$ cat config.mk
export PLATFORM = sky130hd
export DESIGN_NAME = alu_seq
export DESIGN_NICKNAME = d
export VERILOG_FILES = /design/src/rtl/alu_seq.sv
export SDC_FILE = /design/constraint.sdc
export NUM_CORES = 1
export LEC_CHECK = 0
export ABC_AREA = 1
export CORE_ASPECT_RATIO = 0.8
export CORE_MARGIN = 3
export CORE_UTILIZATION = 50
export CTS_CLUSTER_DIAMETER = 100
export DETAILED_ROUTE_END_ITERATION = 10
export MAX_ROUTING_LAYER = met4
export PLACE_DENSITY = 0.84
export SLEW_MARGIN = 20
export SYNTH_ARGS = -nofsm -noshare
export SYNTH_HDL_FRONTEND = slang
export SYNTH_SLANG_ARGS = --single-unit
$ cat constraint.sdc
create_clock -name clk -period 6.66 [get_ports clk]
set_input_delay 0.999 -clock clk [delete_from_list [all_inputs] [get_ports clk]]
set_output_delay 0.999 -clock clk [all_outputs]
set_load 0.01 [all_outputs]
$ cat src/rtl/alu_seq.sv
// rtl/alu_seq.sv - registered sequential ALU with iterative one-bit-per-clock shifts
//
// Purpose:
//   Parametrised datapath ALU. Operands are captured when start is seen while
//   the unit is idle. Single-cycle ops update result/flags at the accept edge.
//   SHL/SHR with a nonzero amount k shift one bit per clock and complete k edges
//   after the accept edge. done pulses for one cycle after every completion.
//
// Ports:
//   clk     in   system clock, rising edge
//   rst     in   synchronous active-high reset
//   start   in   operation request, ignored while busy
//   op      in   3-bit opcode (RST, LD, ADD, SUB, NOR, SHL, SHR, ADC)
//   a       in   operand A
//   b       in   operand B, or shift amount in b[SHW-1:0]
//   result  out  registered result
//   cout    out  registered carry/borrow/shift-out flag (stored carry)
//   zout    out  registered zero flag
//   vout    out  registered signed-overflow flag
//   busy    out  high while a shift is in progress
//   done    out  one-cycle completion pulse

module alu_seq #(
    parameter int WIDTH = 8,
    parameter int SHW   = $clog2(WIDTH)
) (
    input  logic             clk,
    input  logic             rst,
    input  logic             start,
    input  logic [2:0]       op,
    input  logic [WIDTH-1:0] a,
    input  logic [WIDTH-1:0] b,
    output logic [WIDTH-1:0] result,
    output logic             cout,
    output logic             zout,
    output logic             vout,
    output logic             busy,
    output logic             done
);

    localparam logic [2:0] OP_RST = 3'b000;
    localparam logic [2:0] OP_LD  = 3'b001;
    localparam logic [2:0] OP_ADD = 3'b010;
    localparam logic [2:0] OP_SUB = 3'b011;
    localparam logic [2:0] OP_NOR = 3'b100;
    localparam logic [2:0] OP_SHL = 3'b101;
    localparam logic [2:0] OP_SHR = 3'b110;
    localparam logic [2:0] OP_ADC = 3'b111;

    typedef enum logic {
        S_IDLE,
        S_SHIFT
    } state_t;

    state_t           state_q, state_d;
    logic [WIDTH-1:0] result_q, result_d;
    logic             cout_q, cout_d;
    logic             zout_q, zout_d;
    logic             vout_q, vout_d;
    logic             done_q, done_d;
    logic [WIDTH-1:0] work_q, work_d;
    logic [SHW-1:0]   cnt_q, cnt_d;
    logic             left_q, left_d;

    // Arithmetic at WIDTH+1 bits so the top bit is the carry/borrow.
    logic [WIDTH:0]   sum_add;
    logic [WIDTH:0]   sum_sub;
    logic [WIDTH:0]   sum_adc;
    logic [SHW-1:0]   shamt;
    logic [WIDTH-1:0] step_val;
    logic             step_out;

    assign sum_add = {1'b0, a} + {1'b0, b};
    assign sum_sub = {1'b0, a} - {1'b0, b};
    assign sum_adc = {1'b0, a} + {1'b0, b} + {{WIDTH{1'b0}}, cout_q};
    assign shamt   = b[SHW-1:0];

    // One-bit shift of the work register; step_out is the bit that falls off.
    always_comb begin
        step_val = '0;
        step_out = 1'b0;
        if (left_q) begin
            step_val = {work_q[WIDTH-2:0], 1'b0};
            step_out = work_q[WIDTH-1];
        end else begin
            step_val = {1'b0, work_q[WIDTH-1:1]};
            step_out = work_q[0];
        end
    end

    always_comb begin
        state_d  = state_q;
        result_d = result_q;
        cout_d   = cout_q;
        zout_d   = zout_q;
        vout_d   = vout_q;
        done_d   = 1'b0;
        work_d   = work_q;
        cnt_d    = cnt_q;
        left_d   = left_q;

        case (state_q)
            S_IDLE: begin
                if (start) begin
                    if ((op == OP_SHL || op == OP_SHR) && shamt != '0) begin
                        work_d  = a;
                        cnt_d   = shamt;
                        left_d  = (op == OP_SHL);
                        state_d = S_SHIFT;
                    end else begin
                        vout_d = 1'b0;
                        cout_d = 1'b0;
                        case (op)
                            OP_RST: result_d = '0;
                            OP_LD:  result_d = a;
                            OP_ADD: begin
                                result_d = sum_add[WIDTH-1:0];
                                cout_d   = sum_add[WIDTH];
                                vout_d   = (a[WIDTH-1] == b[WIDTH-1]) &&
                                           (sum_add[WIDTH-1] != a[WIDTH-1]);
                            end
                            OP_SUB: begin
                                result_d = sum_sub[WIDTH-1:0];
                                cout_d   = sum_sub[WIDTH];
                                vout_d   = (a[WIDTH-1] != b[WIDTH-1]) &&
                                           (sum_sub[WIDTH-1] != a[WIDTH-1]);
                            end
                            OP_NOR: result_d = ~(a | b);
                            OP_ADC: begin
                                result_d = sum_adc[WIDTH-1:0];
                                cout_d   = sum_adc[WIDTH];
                                vout_d   = (a[WIDTH-1] == b[WIDTH-1]) &&
                                           (sum_adc[WIDTH-1] != a[WIDTH-1]);
                            end
                            // Zero-amount shifts pass A straight through.
                            default: result_d = a;
                        endcase
                        zout_d = (result_d == '0);
                        done_d = 1'b1;
                    end
                end
            end

            S_SHIFT: begin
                work_d = step_val;
                cnt_d  = cnt_q - 1'b1;
                // Last step: publish the freshly shifted value directly.
                if (cnt_q == SHW'(1)) begin
                    result_d = step_val;
                    cout_d   = step_out;
                    zout_d   = (step_val == '0);
                    vout_d   = 1'b0;
                    done_d   = 1'b1;
                    state_d  = S_IDLE;
                end
            end

            default: state_d = S_IDLE;
        endcase
    end

    always_ff @(posedge clk) begin
        if (rst) begin
            state_q  <= S_IDLE;
            result_q <= '0;
            cout_q   <= 1'b0;
            zout_q   <= 1'b1;
            vout_q   <= 1'b0;
            done_q   <= 1'b0;
            work_q   <= '0;
            cnt_q    <= '0;
            left_q   <= 1'b0;
        end else begin
            state_q  <= state_d;
            result_q <= result_d;
            cout_q   <= cout_d;
            zout_q   <= zout_d;
            vout_q   <= vout_d;
            done_q   <= done_d;
            work_q   <= work_d;
            cnt_q    <= cnt_d;
            left_q   <= left_d;
        end
    end

    assign result = result_q;
    assign cout   = cout_q;
    assign zout   = zout_q;
    assign vout   = vout_q;
    assign done   = done_q;
    assign busy   = (state_q == S_SHIFT);

endmodule
**Word-level counts from Yosys, hierarchy flattened**

Index checks and enable logic that the tools add are counted.

- Input port bits: 22
- Flip-flop bits (word level): 25

- Reduce and logical (&&, ||, !) cells: 12
- Multiplexer cells: 38
- Eq/ne operators: 16
- Bitwise logic cells: 3
- Add/subtract/negate cells: 4

Operators by type and width:

| kind | number |
|---|---|
| $mux W8 | 9 |
| $pmux W8 S5 | 1 |
| $pmux W8 S2 | 2 |
| $logic_not A8 Y1 | 2 |
| $mux W1 | 16 |
| $eq A3 B3 Y1 const B | 4 |
| $pmux W1 S2 | 5 |
| $add A8 B8 Y9 | 1 |
| $add A9 B1 Y9 | 1 |
| $sub A8 B8 Y9 | 1 |
| $not A8 Y8 | 1 |
| $or A8 B8 Y8 | 1 |
| $eq A3 B2 Y1 const B | 2 |
| $mux W3 | 2 |
| $ne A2 B2 Y1 const B | 3 |
| $pmux W1 S3 | 2 |
| $pmux W3 S2 | 1 |
| $reduce_and A3 Y1 | 2 |
| $logic_and A1 B1 Y1 | 4 |
| $ne A1 B1 Y1 | 4 |
| $eq A3 B1 Y1 const B | 1 |
| $logic_not A3 Y1 | 1 |
| $reduce_bool A3 Y1 | 1 |
| $sub A3 B1 Y3 const B | 1 |
| 5 further kinds | 5 |

**Logic depth before layout (Yosys ltp)**

Gate-level depths: netlist of the first run.

- Depth after elaboration: 10
- Gate-level depth with buffers: 19
- Depth with buffers taken out: 19

**Worst setup path after synthesis of the first run**

No wires, ideal clock.

- Path kind: input to register
- From: in a[0]
- To: reg zout_q, in the netlist zout
- Stages on the path: 16
- Path slack: 3.788 ns
- Path buffers: 0
- Data arrival time: 2.814 ns
- Required time: 6.602 ns
- Cell sequence: ha_1 fa_1 ha_1 inv_1 nor2_1 nand3b_1 o21ai_0 nor3_1 nand2_1 nor2_1 nand2_1 nor2_1 nand3_1 nand2_1 nand2_1 nand2_1

- Longest elaborated chain between the ends: 10
- Elaborated cells on any way between the ends: 13

RTL lines:

| what | line | source |
|---|---|---|
| from (decl) | 31 | `input logic [WIDTH-1:0] a,` |
| $add A8 B8 Y9 / $or A8 B8 Y8 (equally long branches) | 73, 75, 128 |  |
| $add A9 B1 Y9 / $not A8 Y8 (equally long branches) | 75, 128 |  |
| $pmux W8 S5 * | 113 | `case (op)` |
| $mux W8 * | 105 | `if ((op == OP_SHL \|\| op == OP_SHR) && shamt != '0) begin` |
| $mux W8 * | 104 | `if (start) begin` |
| $mux W8 * | 102 | `case (state_q)` |
| $logic_not A8 Y1 * | 138 | `zout_d = (result_d == '0);` |
| $mux W1 * | 105 |  |
| $mux W1 * | 104 |  |
| $pmux W1 S2 * | 102 |  |
| to (signal assigned) | 177 | `zout_q <= zout_d;` |
| to (decl) | 58 | `logic zout_q, zout_d;` |

Mark *: on every way between the ends. The rest lies on a longest branch, timed or not. The select of a mux whose other input is x is not followed.
A chain may end at the register's enable or synchronous reset.

**Final worst setup path of the first run**

Same ends and word-level chain as after synthesis.

==> summary.txt, run 1 <==
Row cnt = 22
Die extent in y = 70.5 um
Slew @ Worst Pin = 751 ps
Post CTS Setup Buffer Count = 0
Final ANT Viol Nets = 0
Max Clk Rate = 285 MHz
Hold Vio Cnt, Final = 0
Synthesized cell area = 2600 um2
Routability congestion estimate = 0.974
Met2 GRT Util = 35.6%
CTS sink cnt = 25
Slowest stage delay, CP = 550 ps
Max Buffers Root-to-Sink = 2
Cell Chain, Critical Path = clkdlybuf4s50_1, ha_1, fa_1, ha_1, inv_1, nor2_1, nand2_1, nor2_2, nand3_1, nand3_1, nand2_1, nor3_2, nand3_1, nand2_1, nand2_1, nand2_1
R2R cell count = 9
Register area share after synthesis = 19.2%
Post-Synthesis Cells = 429
Synth top area share = 19.8%
Antenna violations before repair = 0
Pins Over Slew Limit = 0
I/O pins = 35
Setup CP Type = in2reg
Post_cts resized = 0
Pin count of the biggest net entering global routing = 16
Initial Utilization = 54.3%
Clock latency on the worst-skew pair = 260 ps
Clock Skew = 5.69 ps
GR Util met1 = 37.5%
Total Wirelength = 7.47 mm
Avg Cell Area, Syn = 6.06 um2
Antenna diode count = 0
# DRC = 0
DRT iter0 DRCs = 313
Max VDD drop = 0.0923 mV
Crit. End Element = flop
GRT Overall Usage = 25.3%
CTS root buf = clkbuf_8
Post-synth top area cell = nand2_1
Detailed-route wire length per cell = 14.4 um
Crit path arrival time = 3720 ps
TritonRoute pass-1 iters = 5
Gr ovfl total = 0
# port buffers = 34
Core Area = 4790 um2
Hold Path Class = reg2reg
CP max FO = 4
GR peak layer = met1
Hold path depth = 2
Seq cells post-synth = 25
DIE WIDTH = 86.6 um
Layout area overhead = 16.6%
Nets = 513
HPWL after DPL = 6.06 mm
Ys Warns = 0
CP max stage cell = fa_1
Max-Cap Viols = 0
Final cycle utilization of the critical path = 52.7%
PwrDens = 147 nW/um2
Total Power = 445 uW
Worst Setup Start Kind = primary input
First-pass GRT wire length = 12.3 mm
Cts hold-fix bufs = 0
Most frequent cells in the layout = 137 x nand2_1, 56 x inv_1, 36 x nor2_1, 36 x nand3_1, 34 x clkdlybuf4s50_1
Worst endpoint required time = 6880 ps
Reg clk slew, reported paths = 90 ps
Commonest non-fill, non-tap cell in the layout = nand2_1
CTS tree = yes
RSZ-0062 raised after global routing = no
Fraction of layout cells with a size suffix above 1 = 4.57%
R2R Setup Slk = 4380 ps
Hold EP = vout
Leak = 1.44 nW
Full die area = 6110 um2
TritonCTS buffer count = 3
Fin crit period = 3510 ps
H-tree depth = 1
Setup TNS = 0 ps
Slew margin rel. = 49.7%
CP top delay family = simple AND/OR/NAND/NOR gates
M3 GR Usage = 5.90%
Reg2reg end = result[0]
Worst Min Path Start = vout
Vias in the first global route = 2664
Syn_nets = 481
Area contributors post-synth = nand2_1 20%, dfxtp_1 19%, ha_1 13%, inv_1 8.1%, nand3_1 6.9%
# setup viols final = 0
Buffers and inverters on the worst path = 2
Top cell by count, worst path = nand2_1
Vias per cell = 5.59
Worst reg2reg startpoint = busy
Via count = 2908
Run status = completed
Synth cell types = 34
worst min-delay path, delay by kind of cell (launching register included):
family             cells  cell delay [ps]
AOI/OAI and AO/OA      1               60
and+or+nand+nor        1               60
DFF                    1              320
routing by layer:
metal,vias up,wire length (um)
met3,6,797
met2,154,3110
met5,-,0
li1,1452,-
met4,0,55
met1,1296,3510
cell families (layout without fill, tap and decap cells):
kind of cell	Yosys count	in the layout	synth area share [%]
AO/OA/AOI/OAI	65	65	14.3
multiplexers	5	5	1.92
XOR/XNOR	3	3	1.01
AND/OR/NAND/NOR	236	236	39.1
flip-flops	25	25	19.2
adder cells (fa/ha/maj)	30	30	15.0
buffers and inverters	65	96	9.43
worst max path at each step:
stage,slack [ps],cells after the start,from,to
5_1_grt,2920,16,a[0],zout
3_3_place_gp,2950,16,a[0],zout
4_1_cts,3190,16,a[0],zout
6_report,3150,16,a[0],zout
2_1_floorplan,3790,16,a[0],zout
3_5_place_dp,2920,16,a[0],zout
Yosys cell counts, drive strengths merged:
cell	n
a2111oi	1
a21oi	19
a22oi	1
a311oi	1
a31oi	15
buf	1
clkbuf	6
dfxtp	25
fa	2
ha	28
inv	58
mux2i	5
nand2	139
nand3	39
nand3b	2
nand4	6
nor2	40
nor3	2
nor3b	1
o211ai	3
o21a	2
o21ai	20
o21bai	2
o22ai	1
or2	7
xnor2	1
xor2	2
final cells by class:
type	instances	area [um2]
multi-input cells	339	1860
clock buffers	4	45.0
flip-flops and latches	25	500
well taps	60	75.1
inverters	58	218
repair buffers	34	340
fillers	474	1760
metrics by stage:
| step | std cells | hold WS [ps] | setup slack (ps) | utilization, % | instance area [um2] |
|---|---|---|---|---|---|
| 2_1_floorplan | 429 | 455 | 3790 | - | 2600 |
| 3_3_place_gp | 516 | 454 | 2950 | 62.4 | 2990 |
| 3_5_place_dp | 516 | 461 | 2920 | 62.4 | 2990 |
| 4_1_cts | 520 | 473 | 3190 | 63.3 | 3030 |
| 5_1_grt | 520 | 495 | 2920 | 63.3 | 3030 |
| 6_report | 520 | 471 | 3150 | 63.3 | 3030 |
flip-flops by register name (all words and copies together), names as in the netlist:
signal,cells
left_q,1
work_q,8
result,8
cout,1
busy,1
cnt_q,3
zout,1
done,1
vout,1
power breakdown:
part	total (mW)	switching, mW	internal (mW)
Sequential	0.169	0.00849	0.160
Combinational	0.189	0.117	0.0719
Clock	0.0877	0.0450	0.0427
Total	0.445	0.170	0.275
No activity file was read; power rests on OpenSTA's default activity.
==> run 2, diff against run 1 <==
PLACE_DENSITY = 0.87   (was 0.84)
clock period = 3.1 ns   (was 6.66 ns; I/O delays follow)
==> summary.txt, run 2 (synthesis results as in run 1) <==
Run status = completed
TritonRoute pass-1 iters = 6 (+1)
Vias in the first global route = 2692 (+1.1%)
Worst hold slack = 473 ps (+2.31 ps)
Sequential power share = 36.6% (-1.3 points)
I/O pins = 35 (unchanged)
Gr ovfl total = 0 (unchanged)
Sw power = 377 uW (+120%)
Pin count of the biggest net entering global routing = 16 (unchanged)
Via count = 3001 (+3.2%)
CP max stage cell = fa_2
Core Area = 4790 um2 (unchanged)
# port buffers = 34 (unchanged)
Fin crit period = 2800 ps
Detailed-route wire length per cell = 14.4 um (about the same)
DIE WIDTH = 86.6 um (unchanged)
Place WS = -39.2 ps (-2960 ps)
Crit path arrival time = 3020 ps (-700 ps)
Hold Path Class = reg2reg
Antenna violations before repair = 0 (unchanged)
Worst endpoint required time = 3320 ps (-3560 ps)
Max Clk Rate = 357 MHz
Final ANT Viol Nets = 0 (unchanged)
Full die area = 6110 um2 (unchanged)
H-tree depth = 1 (unchanged)
P_int = 615 uW (+120%)
Initial Utilization = 54.3% (unchanged)
Crit path launch = b[0]
Max-Cap Viols = 0 (unchanged)
DRT iter0 DRCs = 352 (+12%)
Clock Skew = 1.86 ps (-3.83 ps)
Antenna diode count = 0 (unchanged)
Clock latency on the worst-skew pair = 260 ps (about the same)
GRT Overall Usage = 26.5% (+1.1 points)
Routability congestion estimate = 0.988 (+1.5%)
PwrDens = 311 nW/um2 (+110%)
DP Area = 3120 um2 (+4.5%)
Total Power = 992 uW (+120%)
Worst Min Path Start = result[1]
Pins Over Slew Limit = 0 (unchanged)
CTS tree = yes
CP max FO = 4 (unchanged)
R2R Setup Slk = 1070 ps (-3310 ps)
First-pass GRT wire length = 12.7 mm (+3.9%)
Final cycle utilization of the critical path = 90.4%
Placed insts = 534 (+3.5%)
Vias per cell = 5.57 (-0.44%)
HPWL after DPL = 6.32 mm (+4.2%)
Switching part of the total power = 38.0% (-0.21 points)
Setup CP Type = in2reg
Clock share of power = 19.4% (-0.3 points)
Cell Chain, Critical Path = clkdlybuf4s50_1, ha_2, fa_2, ha_1, inv_1, nor2_2, nand2_1, nor2_2, nand3_1, nand3_1, nand2_1, nor3_2, nand3_1, nand2_1, nand2_1, nand2_1
Slew @ Worst Pin = 788 ps (+36.3 ps)
Die extent in y = 70.5 um (unchanged)
Fraction of layout cells with a size suffix above 1 = 8.98% (+4.4 points)
CTS root buf = clkbuf_8
Leak = 1.55 nW (+7.5%)
TritonCTS buffer count = 3 (unchanged)
Total Wirelength = 7.74 mm (+3.7%)
Slew margin rel. = 47.3% (-2.4 points)
Max Buffers Root-to-Sink = 2 (unchanged)
Comb pwr share = 44.0% (+1.6 points)
Max VDD drop = 0.174 mV (+89%)
Fin util = 66.6% (+3.2 points)
Worst Setup Start Kind = primary input
Most frequent cells in the layout = 137 x nand2_1, 56 x inv_1, 36 x nand3_1
Nets = 532 (+3.7%)
Hold Vio Cnt, Final = 0 (unchanged)
Slowest stage delay, CP = 550 ps (about the same)
Top cell by count, worst path = nand2_1
Final non-filler cell total = 539 (+3.7%)
Commonest non-fill, non-tap cell in the layout = nand2_1
Worst reg2reg startpoint = busy
Final instance area = 3190 um2 (+5.1%)
Layout area overhead = 22.6%
# DRC = 0 (unchanged)
Reg clk slew, reported paths = 80 ps (about the same)
Row cnt = 22 (unchanged)
Final worst slack = 297 ps (-2860 ps)
CTS sink cnt = 25 (unchanged)
RSZ-0062 raised after global routing = no
Setup TNS = 0 ps (unchanged)
Crit. End Element = flop
# setup viols final = 0 (unchanged)
-- run 2: cell count changes in the layout (fill, tap and decap cells not counted), sizes merged --
cell	change
buf	+19
clkdlybuf4s50	-2
dlymetal6s2s	+2
-- run 2: power groups by stage --
stage | sequential (mW) | clock, mW | combinational (mW)
after floorplan | 0.370 | 0 | 0.257
after global placement | 0.369 | 0 | 0.416
after detailed placement | 0.370 | 0 | 0.422
after CTS | 0.363 | 0.195 | 0.424
after global routing | 0.367 | 0.213 | 0.483
final | 0.363 | 0.192 | 0.436
-- run 2: repair_timing --
| item | in CTS | in global routing |
|---|---|---|
| hold buffers | 0 | 0 |
| gates resized for setup | 0 | 5 |
| setup buffers | 0 | 1 |
| endpoints found under the setup margin | 0 | 1 |
-- run 2: cell type report --
type / count / area (um2)
inverters: 58 / 218
well taps: 60 / 75.1
multi-input cells: 339 / 1860
clock buffers: 4 / 45.0
flip-flops and latches: 25 / 500
repair buffers: 53 / 488
fillers: 457 / 1600
-- run 2: final timing paths --
check        cells after the start        end
max                             16       zout
min                              2  result[1]
max reg2reg                      9  result[0]
min reg2reg                      2  result[1]
-- run 2: worst max-delay path: cells and delay by family --
kind | cells | cell delay, ps
adder cells (fa/ha/maj) | 3 | 920
buffers and inverters | 2 | 520
AND/OR/NAND/NOR | 11 | 1110
-- run 2: per-layer routing --
layer / wire, um / track usage (%) / vias to the layer above / part of all wire [%]
met3: 756 / 4.36 / 19 / 9.8
li1: - / - / 1495 / -
met4: 149 / 4.50 / 0 / 1.9
met2: 3270 / 37.5 / 148 / 42
met1: 3570 / 39.7 / 1339 / 46
met5: 0 / - / - / 0
==> run 3, diff against run 2 <==
PLACE_DENSITY = 0.84   (was 0.87)
clock period = 2.6 ns   (was 3.1 ns; I/O delays follow)
==> summary.txt, run 3 (synthesis results as in run 1) <==
Reg clk slew, reported paths = 90 ps (about the same)
Max-Cap Viols = 0 (unchanged)
Final cycle utilization of the critical path = 93.9%
Initial Utilization = 54.3% (unchanged)
Total Wirelength = 8.30 mm (+7.1%)
H-tree depth = 1 (unchanged)
Slew @ Worst Pin = 487 ps (-301 ps)
# port buffers = 34 (unchanged)
Nets = 562 (+5.6%)
Hold Path Class = reg2reg
CP Capture Point = result[7]
CP max FO = 6 (+2)
Core Area = 4790 um2 (unchanged)
Run status = completed
Row cnt = 22 (unchanged)
Antenna diode count = 0 (unchanged)
PwrDens = 362 nW/um2 (+17%)
Crit. End Element = flop
Reg2reg end = zout
Die extent in y = 70.5 um (unchanged)
I/O pins = 35 (unchanged)
Fin crit period = 2440 ps
Gr ovfl total = 0 (unchanged)
Most frequent cells in the layout = 132 x nand2_1, 56 x inv_1, 49 x buf_4
Slew margin rel. = 67.5% (+20 points)
R2R cell count = 15 (+6)
Routability congestion estimate = 1.06 (+7.4%)
Crit path arrival time = 2610 ps (-410 ps)
Antenna violations before repair = 0 (unchanged)
Vias per cell = 5.62 (+0.91%)
CTS root buf = clkbuf_8
Setup CP Type = in2reg
First-pass GRT wire length = 13.4 mm (+5.1%)
Commonest non-fill, non-tap cell in the layout = nand2_1
Final worst slack = 160 ps (-137 ps)
Total Power = 1.26 mW (+27%)
Layout area overhead = 34.1%
Full die area = 6110 um2 (unchanged)
Pin count of the biggest net entering global routing = 15 (-1)
Crit path launch = b[4]
# setup viols final = 0 (unchanged)
Max Buffers Root-to-Sink = 2 (unchanged)
TritonRoute pass-1 iters = 5 (-1)
CTS sink cnt = 25 (unchanged)
Fin util = 72.8% (+6.2 points)
DIE WIDTH = 86.6 um (unchanged)
Fraction of layout cells with a size suffix above 1 = 17.1% (+8.1 points)
Clock latency on the worst-skew pair = 280 ps (+20 ps)
Pins Over Slew Limit = 0 (unchanged)
TritonCTS buffer count = 3 (unchanged)
DRT iter0 DRCs = 217 (-38%)
Max Clk Rate = 410 MHz
Final ANT Viol Nets = 0 (unchanged)
Worst endpoint required time = 2770 ps (-550 ps)
R2R Setup Slk = 600 ps (-470 ps)
Hold Vio Cnt, Final = 0 (unchanged)
Worst Setup Start Kind = primary input
Leak = 1.70 nW (+9.5%)
GRT Overall Usage = 27.9% (+1.5 points)
Clock Skew = 10.2 ps (+8.30 ps)
# DRC = 0 (unchanged)
Detailed-route wire length per cell = 14.6 um (+1.5%)
Place WS = -366 ps (-326 ps)
Via count = 3197 (+6.5%)
HPWL after DPL = 6.71 mm (+6.2%)
Max VDD drop = 0.342 mV (+96%)
CTS tree = yes
Hold path depth = 2 (unchanged)
Worst reg2reg startpoint = cout
Vias in the first global route = 2941 (+9.2%)
[run 3: how the worst min path moves through the flow]
| stage | startpoint | end |
|---|---|---|
| 2_1_floorplan | work_q[1] | work_q[1] |
| 3_3_place_gp | vout | vout |
| 3_5_place_dp | result[1] | result[1] |
| 4_1_cts | result[1] | result[1] |
| 5_1_grt | result[1] | result[1] |
| 6_report | result[1] | result[1] |
[run 3: power breakdown]
group / switching (mW) / total (mW) / internal (mW)
logic: 0.335 / 0.597 / 0.263
registers: 0.0182 / 0.429 / 0.410
clock network: 0.130 / 0.238 / 0.108
[run 3: layer usage]
metal  wire, um  track usage [%]  part of all wire, %
met5          0                -                    0
met4         87             5.36                  1.0
met3        776             6.37                  9.4
met2       3720             42.4                   45
met1       3720             38.1                   45
[run 3: worst max-delay path: stages]
cell and delay, ps:
clkdlybuf4s50_1 480, inv_1 80, ha_4 310, a21oi_1 60
buf_4 150, o21a_1 190, nand2_1 80, nand2_1 70
nand2_2 100, o21ai_0 90, a21oi_1 200, nand2_1 110
o21ai_1 180, a31oi_1 110
[run 3: cell type report]
| class | count | area (um2) |
|---|---|---|
| Clock inverter | 1 | 5.00 |
| Fill cell | 428 | 1300 |
| Clock buffer | 3 | 41.3 |
| Sequential cell | 25 | 500 |
| Tap cell | 60 | 75.1 |
| Timing Repair Buffer | 83 | 712 |
| Inverter | 58 | 218 |
| Multi-Input combinational cell | 339 | 1940 |
[run 3: timing repair]
item	4_1_cts	5_1_grt
setup endpoints to repair	3	7
endpoints found under the hold margin	0	0
gates resized for setup	4	22
buffers inserted	1	0
hold buffers	0	0
pin swaps	2	7
[run 3: metrics by stage]
stage / TNS [ps] / area, um2 / cells / hold slack, ps
final: 0 / 3490 / 569 / 477
after global routing: -16.2 / 3490 / 569 / 501
after CTS: 0 / 3410 / 569 / 481
after detailed placement: -2180 / 3350 / 564 / 469
after global placement: -1740 / 3350 / 564 / 452
after floorplan: 0 / 2600 / 429 / 455
